File: config.mk
export PLATFORM = sky130hd
export DESIGN_NAME = fetch_stage_flat
export DESIGN_NICKNAME = d
export VERILOG_FILES = /design/src/rtl/fetch_stage_if.sv /design/src/rtl/fetch_stage.sv /design/src/flat_wrapper.sv
export SDC_FILE = /design/constraint.sdc
export NUM_CORES = 1
export LEC_CHECK = 0
export ABC_CLOCK_PERIOD_IN_PS = 6900
export BUFFER_PORTS_ARGS = -buffer_cell sky130_fd_sc_hd__buf_4
export CAP_MARGIN = 10
export CORE_AREA = 2 2 129 131
export CTS_CLUSTER_DIAMETER = 100
export DETAILED_ROUTE_END_ITERATION = 16
export DIE_AREA = 0 0 131 133
export HOLD_SLACK_MARGIN = 0.06
export PLACE_DENSITY = 0.76
export RECOVER_POWER = 100
export REMOVE_ABC_BUFFERS = 1
export SYNTH_ARGS = -nofsm -noshare
export SYNTH_HDL_FRONTEND = slang
export SYNTH_SLANG_ARGS = --single-unit
export TNS_END_PERCENT = 20
File: constraint.sdc
create_clock -name clk -period 6.9 [get_ports clk]
set_clock_uncertainty 0.15 [all_clocks]
set_input_delay 0.345 -clock clk [delete_from_list [all_inputs] [get_ports clk]]
set_output_delay 0.345 -clock clk [all_outputs]
set_load 0.005 [all_outputs]
File: src/rtl/fetch_stage_if.sv
// fetch_stage_if: instruction SRAM port of the IF stage.
//   inst_sram_en    fetch -> SRAM  read enable
//   inst_sram_wen   fetch -> SRAM  byte write enables (always 0)
//   inst_sram_addr  fetch -> SRAM  fetch address
//   inst_sram_wdata fetch -> SRAM  write data (always 0)
//   inst_sram_rdata SRAM -> fetch  data for the address issued the previous cycle
interface fetch_stage_if;
   logic        inst_sram_en;
   logic [3:0]  inst_sram_wen;
   logic [31:0] inst_sram_addr;
   logic [31:0] inst_sram_wdata;
   logic [31:0] inst_sram_rdata;

   modport master (
      output inst_sram_en,
      output inst_sram_wen,
      output inst_sram_addr,
      output inst_sram_wdata,
      input  inst_sram_rdata
   );

   modport slave (
      input  inst_sram_en,
      input  inst_sram_wen,
      input  inst_sram_addr,
      input  inst_sram_wdata,
      output inst_sram_rdata
   );
endinterface

File: src/rtl/fetch_stage.sv
// fetch_stage: IF stage of the 5-stage MIPS32 pipeline.
//   Holds the fetch PC, selects the next PC (flush > stall > jr > jump > branch > pc+4)
//   with delay-slot semantics, keeps the decode-stage instruction stable across stalls
//   through a one-entry hold buffer and flags misaligned fetches (AdEL).
// Ports:
//   clk, resetn        clock, synchronous active-low reset
//   stall, flush       freeze IF / exception redirect to exc_pc (flush wins)
//   pc_d               PC of the instruction in decode
//   branch/jump/jr     decode redirect requests with extend_imm / instr_index / jr_src
//   sram               instruction SRAM master port (fetch_stage_if)
//   pc_f, inst_en_f    current fetch PC and fetch-issued flag for decode
//   instr_d            instruction belonging to pc_d
//   adel_f             fetch PC misaligned
module fetch_stage #(
   parameter logic [31:0] RESET_PC = 32'hbfc00000
) (
   input  logic                clk,
   input  logic                resetn,
   input  logic                stall,
   input  logic                flush,
   input  logic [31:0]         exc_pc,
   input  logic [31:0]         pc_d,
   input  logic                branch,
   input  logic                jump,
   input  logic                jr,
   input  logic [31:0]         extend_imm,
   input  logic [31:0]         jr_src,
   input  logic [25:0]         instr_index,
   fetch_stage_if.master       sram,
   output logic [31:0]         pc_f,
   output logic                inst_en_f,
   output logic [31:0]         instr_d,
   output logic                adel_f
);

   typedef enum logic {RUN, HOLD} state_e;

   state_e      state_q;
   logic [31:0] fetch_pc_q;
   logic [31:0] fetch_pc_d;
   logic [31:0] hold_q;
   logic [31:0] pc_d_plus4;
   logic [31:0] imm_shifted;

   assign pc_d_plus4  = pc_d + 32'd4;
   assign imm_shifted = extend_imm << 2;

   // Decode redirects are relative to the delay slot (pc_d+4), which is already
   // in fetch, so the target lands on the fetch after the slot.
   always_comb begin
      fetch_pc_d = fetch_pc_q + 32'd4;
      if (flush)
         fetch_pc_d = exc_pc;
      else if (stall)
         fetch_pc_d = fetch_pc_q;
      else if (jr)
         fetch_pc_d = jr_src;
      else if (jump)
         fetch_pc_d = {pc_d_plus4[31:28], instr_index, 2'b00};
      else if (branch)
         fetch_pc_d = pc_d_plus4 + imm_shifted;
   end

   always_ff @(posedge clk) begin
      if (!resetn) begin
         fetch_pc_q <= RESET_PC;
         state_q    <= RUN;
         hold_q     <= '0;
      end else begin
         fetch_pc_q <= fetch_pc_d;
         if (flush) begin
            state_q <= RUN;
            hold_q  <= '0;
         end else begin
            case (state_q)
               // rdata at the stalling edge is the decode instruction; keep it
               // because the SRAM will start returning mem[pc_f] next cycle.
               RUN:  if (stall) begin
                        hold_q  <= sram.inst_sram_rdata;
                        state_q <= HOLD;
                     end
               HOLD: if (!stall) state_q <= RUN;
               default: state_q <= RUN;
            endcase
         end
      end
   end

   assign pc_f                 = fetch_pc_q;
   assign adel_f               = |fetch_pc_q[1:0];
   assign inst_en_f            = ~adel_f;
   assign sram.inst_sram_en    = ~adel_f;
   assign sram.inst_sram_addr  = fetch_pc_q;
   assign sram.inst_sram_wen   = '0;
   assign sram.inst_sram_wdata = '0;
   assign instr_d              = (state_q == HOLD) ? hold_q : sram.inst_sram_rdata;

endmodule

File: src/flat_wrapper.sv
// flat-port wrapper written by rule: the top's interface ports become plain ports
module fetch_stage_flat 
#(
   parameter logic [31:0] RESET_PC = 32'hbfc00000
)
  (clk, resetn, stall, flush, exc_pc, pc_d, branch, jump, jr, extend_imm, jr_src, instr_index, pc_f, inst_en_f, instr_d, adel_f, sram_inst_sram_en, sram_inst_sram_wen, sram_inst_sram_addr, sram_inst_sram_wdata, sram_inst_sram_rdata);
  fetch_stage_if sram_i ();
  input  logic clk;
  input  logic resetn;
  input  logic stall;
  input  logic flush;
  input  logic [31:0] exc_pc;
  input  logic [31:0] pc_d;
  input  logic branch;
  input  logic jump;
  input  logic jr;
  input  logic [31:0] extend_imm;
  input  logic [31:0] jr_src;
  input  logic [25:0] instr_index;
  output logic [31:0] pc_f;
  output logic inst_en_f;
  output logic [31:0] instr_d;
  output logic adel_f;
  output wire logic [$bits(sram_i.inst_sram_en)-1:0] sram_inst_sram_en;
  output wire logic [$bits(sram_i.inst_sram_wen)-1:0] sram_inst_sram_wen;
  output wire logic [$bits(sram_i.inst_sram_addr)-1:0] sram_inst_sram_addr;
  output wire logic [$bits(sram_i.inst_sram_wdata)-1:0] sram_inst_sram_wdata;
  input wire logic [$bits(sram_i.inst_sram_rdata)-1:0] sram_inst_sram_rdata;
  assign sram_inst_sram_en = sram_i.inst_sram_en;
  assign sram_inst_sram_wen = sram_i.inst_sram_wen;
  assign sram_inst_sram_addr = sram_i.inst_sram_addr;
  assign sram_inst_sram_wdata = sram_i.inst_sram_wdata;
  assign sram_i.inst_sram_rdata = sram_inst_sram_rdata;
  fetch_stage #(.RESET_PC(RESET_PC)) u_core (.clk(clk), .resetn(resetn), .stall(stall), .flush(flush), .exc_pc(exc_pc), .pc_d(pc_d), .branch(branch), .jump(jump), .jr(jr), .extend_imm(extend_imm), .jr_src(jr_src), .instr_index(instr_index), .sram(sram_i), .pc_f(pc_f), .inst_en_f(inst_en_f), .instr_d(instr_d), .adel_f(adel_f));
endmodule
==> results of run 1 <==
## kinds of logic after synthesis
family,count (synthesis),synth area share
xor+xnor,78,0.0997
compound gates,263,0.245
other cells,1,0.000547
simple gates,335,0.222
flops,65,0.190
mux,38,0.0614
fa+ha+maj,37,0.0687
buf+inv,130,0.113
## final timing paths
kind,endpoint
worst max-delay path,u_core.pc_f[31]
worst min-delay path,u_core.pc_f[6]
worst max register to register,u_core.hold_q[26]
worst min register to register,u_core.hold_q[17]
## per-stage QoR
stage	utilization	instances	area, µm²
2_1_floorplan	-	868	6270
4_1_cts	0.563	1399	9100
3_5_place_dp	0.542	1383	8760
3_3_place_gp	0.542	1383	8760
6_report	0.557	1399	9010
5_1_grt	0.557	1399	9010
## per-layer routing
metal,vias up,global-route usage
met3,39,0.0530
met5,-,0
met1,3433,0.315
li1,3718,-
met2,294,0.444
met4,0,0.0898
## area by class of cell
class | instances | area (µm²)
sequential | 65 | 1300
inverter | 16 | 60.1
clock buffer | 9 | 225
tap | 220 | 275
multi-input combinational | 787 | 4880
clock inverter | 7 | 118
fill | 1627 | 7160
timing repair buffer | 295 | 2150
## flip-flops by register name (all words and copies together) (netlist names)
register and cells:
u_core.pc_f 32, u_core.state_q 1, u_core.hold_q 32
## power by group
group          total [mW]  internal [mW]  switching [mW]
Combinational       0.494          0.246           0.248
Clock               0.538          0.354           0.185
Sequential          0.428          0.396          0.0320
Total                1.46          0.996           0.465
## synthesized netlist by cell type, types with 4 or more instances
cell	count
nand4_1	14
a211oi_1	11
and2_1	6
dfxtp_1	65
xor2_1	27
mux2i_1	6
o21a_1	8
nand2_1	160
inv_1	14
buf_1	8
and3_1	20
o221ai_1	6
mux2_2	32
and4_2	4
nor2_1	66
xnor2_1	51
nor2b_1	4
nand3_1	30
o2111ai_1	7
a21boi_0	4
a221oi_1	7
o21ai_1	6
buf_4	69
and4_1	4
a21oi_1	98
o21bai_1	5
o21ai_0	54
ha_1	36
o211ai_1	12
a221o_1	4
clkbuf_1	36
nor3_1	15
a21o_1	11
## worst register-to-register path: cells and delay by family (launching register included)
kind                   cells  cell delay [ps]
AND/OR/NAND/NOR            2              370
AO/OA/AOI/OAI              1              160
buffers and inverters      2             1700
flip-flops                 1              300
==> out/results.txt, run 1 <==
The total length of routed wires was 23.5 mm. In this run the number of cells on the critical path is 16. Data on the critical path arrives at its endpoint at 4050 ps. The effective utilization at floorplan was 0.424. The logs give 0.190 for the share of synthesized area occupied by flip-flops and latches and 97.7 µV for the maximum vdd drop. Setup violations remaining at the end of the flow were counted as 0. TritonCTS built the clock tree.

The clock passes through at most 2 buffers. The critical path class was in -> reg. The number of buffers created by CTS was 9. Yosys attributes the largest share of cell area to dfxtp_1 (19%), nand2_1 (8.8%), buf_4 (7.6%). The number of antenna violations at the first check in global routing is 0, and the total half-perimeter wirelength after legalization and detailed placement is 18.1 mm. The flow ran to the end, but the final reports show violations. The final clock period utilization by the worst path is 0.576, and the share of cells above drive strength 1 is 0.291. Path type of the worst min-delay path: in -> reg. The post-synthesis to final-layout area growth works out to 31.5%. The run gives 64 as the count of distinct cell types in the synthesized netlist. The cell type with the largest total area after synthesis was dfxtp_1. Setup slack on the worst reg-to-reg path comes out at 4120 ps.

The logs give 7161 for the number of global-route vias before repair and 0.913 for the final weighted congestion in routability-driven placement. The flop and latch count out of synthesis works out to 65. Fraction of post-synthesis cell area in the top cell type by area: 0.190. In this run the worst setup path begins at pc_d[4]. The run gives 6850 µm² as the mapped cell area.

The count of routing violations after the opening detailed-route iteration was 380; the slack of the critical path was 2930 ps. After technology mapping, the gate count stands at 947. Row generation in the floorplan step produced 47 rows. STA puts the critical path data required time at 6970 ps.

The logs give 328 for the number of top-level pins and 65 for the clock sink total. In the layout the commonest cells are buf_4 (193), nand2_1 (160), a21oi_1 (98), clkbuf_4 (84). Timing would allow up to 252 MHz. A synthesized cell averages 7.23 µm². The count of buffer and inverter cells on the critical path is 1, and the post-layout minimum cycle time is 3970 ps.

Most common flop cell mapped by yosys: dfxtp_1. Clock-pin slew was measured on the worst setup and hold paths at 60 ps. STA classifies the critical path startpoint as an input port. Share of synthesized registers carrying an async set or reset: 0. The slowest stage of the critical path is the o211ai_1 cell. Entering global routing, the biggest net connects 56 pins. The worst hold path begins at exc_pc[6]. Post-CTS setup buffer count: 0. The tools report the number of nets with antenna violations after routing as 0. The static leakage came out at 3.98 nW. The hold buffer count at cts is 0, and the setup TNS after final layout is 0 ps. The number of max-capacitance violations reported was 2; the clock latency reported for the late side of the worst-skew pair was 340 ps. The deepest level of the CTS H-tree was 3. The standard cell core area was 16200 µm²; the power density relative to cell area was 162 nW/µm².

Hold is met by 72.8 ps. The met1 routed wirelength after detailed routing came out at 9.81 mm. The library cell used most frequently in the layout, excluding fill and tap cells, is buf_4. The final reports fail on max-capacitance violations, max-slew violations. The critical path's top delay family was simple AND/OR/NAND/NOR gates. After layout, the design draws a total of 1.46 mW. In this run the worst path has a maximum fanout of 5. The transition time at the pin with the least slew margin was 2500 ps; the number of search-and-repair iterations in the first detailed-routing pass was 5. The peak per-stage delay on the critical path works out to 360 ps. Counting instances, the worst hold path has a depth of 2. The number of gates resized after CTS was 0.

The tools report the wire length on met2 as 11.2 mm. The tools report the global-route wire length before repair as 35.7 mm. The total count of hold-check failures in the final report was 0. The routed layout has 7484 vias. Measured along the y axis, the die boundary spans 133 µm.

For the worst flop-to-flop path, the logic depth is 5. Number of enable-type register cells in the synthesized netlist: 0. The max-slew violation total from the final report is 91, and the die area is 17400 µm². For the final routed DRC violation total, the log shows 0.

The worst-case headroom to the max-slew limit was -0.665; the met3 wire length was 1.86 mm. The count of buffers added on input and output ports is 289. In the final routed layout, each cell accounts on average for 16.8 µm. The repair_antennas step left the layout with diodes totalling 0. For this run the aggregate overflow at the end of global routing stands at 0. The total track usage came out at 0.258.

The horizontal die dimension was 131 µm. In this run the top signal layer used is met4. Setup repair after global routing left no endpoint under its margin.

Using the TritonRoute via totals, the vias-per-cell ratio works out to 5.35. During synthesis, Yosys emitted a total of 0 warnings. The worst slack after detailed placement was 2810 ps. Buffer type at the clock tree root: clkbuf_16.

At the end of the flow, the number of nets in the layout was 1404. The critical path goes through clkbuf_1 -> and3_1 -> nand3_1 -> nor2_1 -> nand3_1 -> xnor2_1 -> ha_1 -> and4_1 -> and4_2 -> and4_2 -> a32o_1 -> o211ai_1 -> o21ai_0 -> a31oi_4 -> xnor2_1 -> o21ai_1. STA classifies the critical path endpoint as a flop.

The tools report the startpoint of the worst-slack reg-to-reg timing path as u_core.state_q.
Note: power is estimated with default switching activity, not from simulation.
==> inputs of run 2 (changes only) <==
- ABC_CLOCK_PERIOD_IN_PS: 6900 -> 4000
- CORE_AREA: 2 2 129 131 -> 2 2 127 129
- DIE_AREA: 0 0 131 133 -> 0 0 129 131
- PLACE_DENSITY: 0.76 -> 0.78
- clock period: 6.9 -> 4 ns (I/O delays scaled with it)
==> out/results.txt, run 2 (same netlist as run 1, synthesis figures left out) <==
The total track usage was 0.273; the multi-input combinational cell area was 4900 µm². The worst register-to-register path begins at u_core.pc_f[3]. The worst slack after detailed placement is 157 ps. TritonCTS built the clock tree. The detailed-route wire length per cell was 16.5 µm.

The largest net degree at the start of global routing is 56. The horizontal die dimension came out at 129 µm. The logs give 0.481 for the met2 track demand over resource in global routing and 267 MHz for the achievable frequency. In this run the most used layer during global routing was met2.

The number of setup buffers added after CTS is 0. At the end of routability-driven placement, the weighted congestion stood at 0.972. The run gives 900 ps as the setup slack of the worst register-to-register path. For the worst-skew pair, the clock arrives at the later sink with an insertion delay of 330 ps. For the effective utilization at floorplan, the log shows 0.439. The worst setup path is launched from an input port.

For the fraction of met3 tracks used by global routing, the log shows 0.0480. The clock group share of total power was 0.309; the number of search-and-repair iterations in the first detailed-routing pass was 5. In the routed design, unresolved DRC markers number 0.

For the max-slew violation total from the final report, the log shows 91. The flow ran to the end, but the final reports show violations. Clock tree synthesis inserted a total of 9 buffers. For the number of top-level pins, the log shows 328.

Timing endpoint of the critical path: u_core.pc_f[21]. STA classifies the critical path endpoint as a flop. The min-delay analysis places its worst path in the category in -> reg.

Cell internal power was estimated by the tool at 1.60 mW. The clock passes through at most 2 buffers. The final clock period utilization by the worst path was 0.937.

The first global-routing pass estimated 36.7 mm of wire. The floorplan step defined a core boundary enclosing 15600 µm². CTS placed an instance of clkbuf_16 at the clock tree root.

Setup slack closes at 252 ps. Number of antenna violations at the first check in global routing: 0. The tools report the worst path arrival time as 3810 ps. After floorplanning, the core was divided into 46 placement rows. For the final routed database, the setup TNS stands at 0 ps. In this run the vertical extent of the chip is 131 µm. For the global-route met1 utilization, the log shows 0.332.

Setup repair after global routing left no endpoint under its margin. STA puts the critical path data required time at 4060 ps. The run gives 471 as the count of routing violations after the opening detailed-route iteration. The run gives -0.585 as the worst-case headroom to the max-slew limit.

Clock-pin slew was measured on the worst setup and hold paths at 60 ps. End of the worst register-to-register path: u_core.pc_f[18]. The number of port buffers is 289.

The tools report the number of nets in the final layout as 1471. The post-synthesis to final-layout area growth is 40.8%. Summed over all layers, the global routing overflow is 0. The layout has 1406 filler cells. Worst-path maximum fanout: 6. The library cell used most frequently in the layout, excluding fill and tap cells, is buf_4. The clock period could shrink to 3750 ps.

Number of max-capacitance violations reported: 2. Tracing the worst setup path back leads to its startpoint at pc_d[5]. With fillers left out, the area of the finished cells amounts to 9640 µm².

The run gives 3 as the deepest level of the CTS H-tree. The total length of routed wires came out at 24.1 mm. The share of cells above drive strength 1 came out at 0.287.

The number of global-route vias before repair is 7318. For the die area, the log shows 16900 µm². The clock sink total was 65; the detailed-route vias per instance was 5.38. Summing over every cut layer, the via total after detailed routing is 7860.

Across the whole layout, storage elements account for 1300 µm². The number of antenna diodes in the final layout is 0. IR analysis of the VDD net gives a maximum drop of 131 µV. The run gives 0.383 as the power share of the combinational group. Summing all placed instances gives a cell area of 8790 µm². Setup violations remaining at the end of the flow were counted as 0. The tools report the number of nets with antenna violations after routing as 0.

The total count of hold-check failures in the final report is 0, and the switching fraction of total power is 0.330. The checks that failed: max-capacitance violations, max-slew violations. In this run the power density over the cells is 248 nW/µm².

Leaving out fill and tap cells, the most frequent cells in the layout are buf_4 (201), nand2_1 (160), a21oi_1 (98), clkbuf_4 (87), dfxtp_1 (65). In this run the static leakage power is 4.26 nW. Portion of total power attributed to sequential cells: 0.309.

The transition time at the pin with the least slew margin was 2380 ps; the length in cells of the worst reg-to-reg path was 10. Detailed placement ended at an HPWL of 18.1 mm. Summed over all nets, the switching power comes to 0.791 mW. The critical path class was in -> reg.
[run 2: cell count changes in the layout (fill, tap and decap cells not counted), sizes merged]
cell         before  now
inv              15   14
clkbuf          111  110
buf             193  201
dlygate4sd3       0   62
clkinvlp          0    2
bufinv            3    0
[run 2: cell type report]
cell class,count,area share
tap,216,0.0280
sequential,65,0.135
multi-input combinational,787,0.508
clock buffer,11,0.0262
timing repair buffer,362,0.293
inverter,16,0.00623
clock inverter,5,0.00311
[run 2: worst min-delay path by stage]
stage	end	cells after the start	start	slack, ps
finish	u_core.pc_f[20]	5	exc_pc[20]	60
CTS	u_core.pc_f[31]	4	jr_src[31]	60
global route	u_core.pc_f[20]	5	exc_pc[20]	90
global placement	u_core.pc_f[4]	2	exc_pc[4]	280
detailed placement	u_core.pc_f[4]	2	exc_pc[4]	280
floorplan	u_core.pc_f[27]	1	resetn	120
[run 2: repair_timing]
action | CTS | global route
endpoints found under the setup margin | 0 | 2
hold endpoints to repair | 58 | 0
gates resized for setup | 0 | 7
hold buffers | 62 | 0
[run 2: power by group through the flow]
stage | clock, mW | sequential, mW | combinational [mW]
after floorplan | 0 | 0.745 | 0.435
after global routing | 0.781 | 0.743 | 1.01
after CTS | 0.757 | 0.739 | 0.920
after global placement | 0 | 0.751 | 0.855
after detailed placement | 0 | 0.752 | 0.864
final | 0.739 | 0.739 | 0.917
[run 2: per-layer routing]
layer | up-vias | routed length [µm]
met4 | 0 | 675
li1 | 3859 | -
met2 | 351 | 11700
met5 | - | 0
met1 | 3596 | 9750
met3 | 54 | 1970
[run 2: worst max-delay path, stage by stage]
cell           delay [ps]
buf_4                 100
and3_2                230
nand3_2               120
buf_4                 170
nor2_1                130
xor2_1                170
ha_1                  320
a21o_1                210
a31o_1                190
a221o_1               380
a32o_1                310
nor2_1                120
xor2_1                210
a211oi_1              120
a211oi_1              210
o31ai_1                80
dlygate4sd3_1         550
[run 2: stage by stage]
| stage | std cells | utilization | power [mW] | hold slack [ps] |
|---|---|---|---|---|
| final | 1462 | 0.618 | 2.40 | 59.6 |
| after detailed placement | 1384 | 0.564 | 1.62 | 278 |
| after global routing | 1462 | 0.618 | 2.53 | 91.4 |
| after floorplan | 868 | - | 1.18 | 124 |
| after CTS | 1462 | 0.622 | 2.42 | 61.4 |
| after global placement | 1384 | 0.564 | 1.61 | 278 |
